### config.mk
export PLATFORM = sky130hd
export DESIGN_NAME = key_debounce_pio
export DESIGN_NICKNAME = d
export VERILOG_FILES = /design/src/rtl/key_debounce_pio.sv
export SDC_FILE = /design/constraint.sdc
export NUM_CORES = 1
export LEC_CHECK = 0
export BUFFER_PORTS_ARGS = -buffer_cell sky130_fd_sc_hd__buf_2
export CORE_MARGIN = 2
export CORE_UTILIZATION = 36
export DETAILED_ROUTE_END_ITERATION = 10
export PLACE_DENSITY = 0.59
export SETUP_SLACK_MARGIN = 0.15
export SKIP_LAST_GASP = 1
export SYNTH_ARGS = -nofsm -noshare
export SYNTH_HDL_FRONTEND = slang
export SYNTH_SLANG_ARGS = --single-unit
### constraint.sdc
create_clock -name clk -period 3.9 [get_ports clk]
set_input_delay 0.195 -clock clk [delete_from_list [all_inputs] [get_ports clk]]
set_output_delay 0.195 -clock clk [all_outputs]
set_load 0.01 [all_outputs]
### src/rtl/key_debounce_pio.sv
// Debounced push-button PIO with W1C press capture and a maskable level IRQ.
// Optional press counter at address 3 is enabled by KEY_PIO_PRESS_COUNT_EN.
module key_debounce_pio #(
  parameter int WIDTH           = 2,
  parameter int DEBOUNCE_CYCLES = 500000,
  parameter int ACTIVE_LOW      = 1
) (
  input  logic             clk,
  input  logic             reset,
  input  logic [WIDTH-1:0] key_in,
  input  logic [1:0]       address,
  input  logic             read,
  input  logic             write,
  input  logic [31:0]      writedata,
  output logic [31:0]      readdata,
  output logic             irq
);

  localparam int CNT_W = (DEBOUNCE_CYCLES > 2) ? $clog2(DEBOUNCE_CYCLES) : 1;
  localparam logic [CNT_W-1:0] CNT_MAX = CNT_W'(DEBOUNCE_CYCLES - 1);

  logic [WIDTH-1:0] w_pressedRaw;
  logic [WIDTH-1:0] r_sync1;
  logic [WIDTH-1:0] r_sync2;
  logic [WIDTH-1:0] r_stable;
  logic [CNT_W-1:0] r_cnt [WIDTH];
  logic [WIDTH-1:0] w_accept;
  logic [WIDTH-1:0] w_press;
  logic [WIDTH-1:0] r_mask;
  logic [WIDTH-1:0] r_edge;
  logic [WIDTH-1:0] w_edgeClr;
  logic             w_maskWr;
  logic [31:0]      w_dataWord;
  logic [31:0]      w_maskWord;
  logic [31:0]      w_edgeWord;
  logic [31:0]      w_countWord;
  logic [31:0]      w_readMux;
  logic             w_unusedWdata;

  assign w_pressedRaw = (ACTIVE_LOW != 0) ? ~key_in : key_in;
  assign w_unusedWdata = ^writedata;

  always_ff @(posedge clk or posedge reset) begin
    if (reset) begin
      r_sync1 <= '0;
      r_sync2 <= '0;
    end else begin
      r_sync1 <= w_pressedRaw;
      r_sync2 <= r_sync1;
    end
  end

  // A channel only accepts a new level after it has disagreed with the
  // stable value for DEBOUNCE_CYCLES consecutive synchronised cycles.
  always_ff @(posedge clk or posedge reset) begin
    if (reset) begin
      r_stable <= '0;
      for (int i = 0; i < WIDTH; i++) begin
        r_cnt[i] <= '0;
      end
    end else begin
      for (int i = 0; i < WIDTH; i++) begin
        if (r_sync2[i] == r_stable[i]) begin
          r_cnt[i] <= '0;
        end else if (r_cnt[i] == CNT_MAX) begin
          r_stable[i] <= r_sync2[i];
          r_cnt[i]    <= '0;
        end else begin
          r_cnt[i] <= r_cnt[i] + 1'b1;
        end
      end
    end
  end

  always_comb begin
    w_accept = '0;
    for (int i = 0; i < WIDTH; i++) begin
      w_accept[i] = (r_sync2[i] != r_stable[i]) && (r_cnt[i] == CNT_MAX);
    end
  end

  assign w_press   = w_accept & r_sync2;
  assign w_maskWr  = write && (address == 2'd1);
  assign w_edgeClr = (write && (address == 2'd2)) ? writedata[WIDTH-1:0] : '0;

  // The press term is OR-ed in after the clear so a coincident press survives.
  always_ff @(posedge clk or posedge reset) begin
    if (reset) begin
      r_mask <= '0;
      r_edge <= '0;
    end else begin
      if (w_maskWr) begin
        r_mask <= writedata[WIDTH-1:0];
      end
      r_edge <= (r_edge & ~w_edgeClr) | w_press;
    end
  end

  assign irq = |(r_edge & r_mask);

`ifdef KEY_PIO_PRESS_COUNT_EN
  logic [15:0] r_pressCount;
  logic [5:0]  w_pressPop;
  logic [16:0] w_countSum;

  always_comb begin
    w_pressPop = '0;
    for (int i = 0; i < WIDTH; i++) begin
      w_pressPop = w_pressPop + 6'(w_press[i]);
    end
    w_countSum = {1'b0, r_pressCount} + 17'(w_pressPop);
  end

  always_ff @(posedge clk or posedge reset) begin
    if (reset) begin
      r_pressCount <= '0;
    end else if (write && (address == 2'd3)) begin
      r_pressCount <= '0;
    end else if (w_countSum[16]) begin
      r_pressCount <= 16'hFFFF;
    end else begin
      r_pressCount <= w_countSum[15:0];
    end
  end

  assign w_countWord = {16'h0000, r_pressCount};
`else
  assign w_countWord = 32'h0000_0000;
`endif

  always_comb begin
    w_dataWord = '0;
    w_maskWord = '0;
    w_edgeWord = '0;
    w_dataWord[WIDTH-1:0] = r_stable;
    w_maskWord[WIDTH-1:0] = r_mask;
    w_edgeWord[WIDTH-1:0] = r_edge;
    case (address)
      2'd0:    w_readMux = w_dataWord;
      2'd1:    w_readMux = w_maskWord;
      2'd2:    w_readMux = w_edgeWord;
      default: w_readMux = w_countWord;
    endcase
  end

  // Registered read path; a same-cycle write is not yet visible here.
  always_ff @(posedge clk or posedge reset) begin
    if (reset) begin
      readdata <= '0;
    end else if (read) begin
      readdata <= w_readMux;
    end else begin
      readdata <= '0;
    end
  end

endmodule

==> flow_summary.yaml <==
critical_path:
  crit_required_ps: 4040
  r2r_end: "r_cnt[13]$_DFF_PP0_"
  crit_path_end_kind: "register"
  rrSetupSlack_ps: 1680
  arrival_ps: 2360
  cp_slowest_cell: "o41ai_4"
  reg2reg_from: "r_cnt[0]$_DFF_PP0_"
  reg2reg_depth: 4
  path_cells: "ha_1 -> nand4_1 -> o41ai_4 -> a21oi_1"
  cp-start-kind: "register"
  critical_path_class: "register to register"
  critPathMaxStageDelay_ps: 980
  crit_fanout: 18
placement:
  portBuffers: 12
  hpwl_um: 3120
  dpl_cell_area_sq_mm: 0.00268
  post-place-cells: 373
  place.gp.congestion: 0.749
detailed_routing:
  avgRoutedWirePerCell_um: 11.7
  via_count: 1774
  antenna_left: 0
  drt_iter0_markers: 75
  drc_errors: 0
  vias_per_cell: 4.66
  drt_first_pass_iters: 4
  routed_wl_um: 4450
clock_tree:
  cts_resized: 0
  cts_max_path_buffers: 2
  postCtsSetupBuffers: 0
  cts.clk_slew.worst_paths_ps: 90
  htree_levels: 2
  cts_hold_buf: 0
  clock-sinks: 50
  tritoncts: "built"
  clock_latency_ps: 300
  cts_root_buf: "clkbuf_8"
  cts_made_buffers: 5
power:
  p_int_uw: 689
  finalPower_uw: 909
  p_sw_uw: 221
  powerDensity_mw_per_mm2: 328
  max-vdd-ir-drop_mv: 0.143
  p_clk_share_pct: 34.4
  power_leakage_nw: 1.18
  switching_share_pct: 24.3
  power_frac_comb_pct: 6.2
  power_frac_seq_pct: 59.3
layout:
  area_delta_synth_final_pct: 5.27
  regArea_sq_mm: 0.00125
  diodes: 0
  drive_above_1_share_pct: 9.93
  nFillCells: 724
  multiInputGateArea_sq_mm: 0.00121
  final_cell_area_sq_mm: 0.00278
  instances_no_fill: 381
  fin_nets: 323
floorplanning:
  ios: 73
  core_area_sq_mm: 0.00718
  start_util_pct: 36.7
  dieArea_sq_mm: 0.00802
  die_w_um: 89.6
  die_h_um: 89.6
  std_cell_rows: 31
worst_hold_path:
  min-delay-start: "key_in[1]"
  holdPathEnd: "r_sync1[1]$_DFF_PP0_"
  worstHoldPathCells: 2
  hold_path.class: "primary input to register"
logic_synthesis:
  synthArstFlopShare_pct: 100
  ys_types: 37
  synth-edff-count: 0
  netlist_instances: 266
  synth.largest_area_cell: "dfrtp_1"
  synth-seq-area-share_pct: 47.5
  syn_area_sq_mm: 0.00264
  synth-seq-cells: 50
  yosys_warnings: 0
  syn_avg_cell_area_sq_um: 9.91
  synthTopCellsByArea: "dfrtp_1 (47%), buf_4 (8.8%), xnor2_1 (7.6%)"
  synth_top_area_share_pct: 47.5
  synthFlopType: "dfrtp_1"
timing:
  tns_ps: 0
  hold_ws_ps: 24.2
  fin_crit_ps: 2220
  rsz0062_at_grt: "no"
  drv_slew: 0
  max_freq_mhz: 450
  post-route-period-util_pct: 57.0
  finalSetupViolations: 0
  relSlewSlack_pct: 27.1
  finalHoldViolCount: 0
  skew_ps: 3.46
  tightest_slew_ps: 1090
global_route:
  grt_usage_pct: 12.1
  antenna_found_initial: 0
  grt_pass1_vias: 1676
  grt_first_pass_wirelength_um: 7710
  grt_max_degree: 51
  gr-total-overflow: 0
flow_run:
  cap_violations: 0
run_status:
  status: "completed"
==> final cells by class <==
| cell class | instances | share of cell area, % |
|---|---|---|
| inverters | 10 | 1.35 |
| repair buffers | 12 | 2.16 |
| clock inverters | 2 | 0.451 |
| well taps | 99 | 4.46 |
| multi-input cells | 202 | 43.5 |
| flip-flops and latches | 50 | 45.1 |
| clock buffers | 6 | 2.98 |
==> metrics by stage <==
step / util [%] / setup WS [ps]
floorplan: - / 2180
global placement: 37.3 / 1680
detailed placement: 37.3 / 1650
CTS: 38.7 / 1630
global route: 38.7 / 1400
finish: 38.7 / 1680
==> cells in the mapped netlist (2+ instances only) <==
master / instances
dfrtp_1: 50
nor2_1: 39
buf_4: 31
xnor2_1: 23
nand3_1: 14
nand2_1: 12
inv_1: 10
nand4_1: 10
nor4_1: 10
xor2_1: 8
nor3_1: 7
o21ai_0: 6
a21oi_1: 5
mux2_2: 4
and2_1: 3
and3_1: 3
mux2i_1: 3
a22o_1: 2
ha_1: 2
nand4b_1: 2
nor2b_1: 2
nor4bb_1: 2
o31ai_1: 2
or3_1: 2
or4_1: 2
==> per-layer routing <==
| metal | wire length, um | global-route usage [%] | share of wire [%] |
|---|---|---|---|
| met1 | 2080 | 16.4 | 47 |
| met5 | 0 | 0 | 0 |
| met3 | 117 | 3.02 | 2.6 |
| met4 | 34 | 2.99 | 0.76 |
| met2 | 2220 | 19.6 | 50 |
==> power by group through the flow <==
stage	logic, mW	registers, mW	clock network (mW)
after global routing	0.0669	0.541	0.352
after global placement	0.0572	0.550	0
final	0.0565	0.540	0.313
after floorplan	0.0660	0.548	0
after detailed placement	0.0580	0.550	0
after CTS	0.0581	0.540	0.326
==> flip-flops by register name (all words and copies together) (netlist names) <==
register  cells
r_cnt        38
r_edge        2
r_mask        2
r_stable      2
r_sync1       2
r_sync2       2
readdata      2
==> logic make-up after synthesis <==
| logic type | synth area share (%) |
|---|---|
| DFF | 47.5 |
| xor gates and xnor gates | 10.3 |
| and+or+nand+nor | 22.2 |
| buffers and inverters | 10.9 |
| AOI/OAI and AO/OA | 5.22 |
| muxes | 2.85 |
| adders and majority gates | 0.949 |
| other | 0.142 |
==> critical path: cells and delay by family, from the launching register on <==
| family | cells | cell delay (ps) |
|---|---|---|
| adders and majority gates | 1 | 220 |
| AOI/OAI and AO/OA | 2 | 1080 |
| and+or+nand+nor | 1 | 360 |
| DFF | 1 | 390 |
==> worst max path at each step <==
stage / startpoint / to / slack, ps / cells past startpoint
2_1_floorplan: r_cnt[0]$_DFF_PP0_ / r_cnt[10]$_DFF_PP0_ / 2180 / 5
3_5_place_dp: r_cnt[0]$_DFF_PP0_ / r_cnt[13]$_DFF_PP0_ / 1650 / 4
5_1_grt: r_cnt[0]$_DFF_PP0_ / r_cnt[9]$_DFF_PP0_ / 1400 / 4
4_1_cts: r_cnt[0]$_DFF_PP0_ / r_cnt[13]$_DFF_PP0_ / 1630 / 4
6_report: r_cnt[0]$_DFF_PP0_ / r_cnt[13]$_DFF_PP0_ / 1680 / 4
3_3_place_gp: r_cnt[0]$_DFF_PP0_ / r_cnt[2]$_DFF_PP0_ / 1680 / 4
==> placed cells by master (no fill, tap or decap), drive strengths merged, types with 4 or more instances in the layout <==
cell type,count
dfrtp,50
nand3,14
xor2,8
nor4,10
nand2,12
clkbuf,6
o21ai,7
nand4,11
xnor2,23
nor2,39
a21oi,5
inv,10
conb,30
nor3,7
mux2,4
buf,12
(Power assumes the default switching activity.)
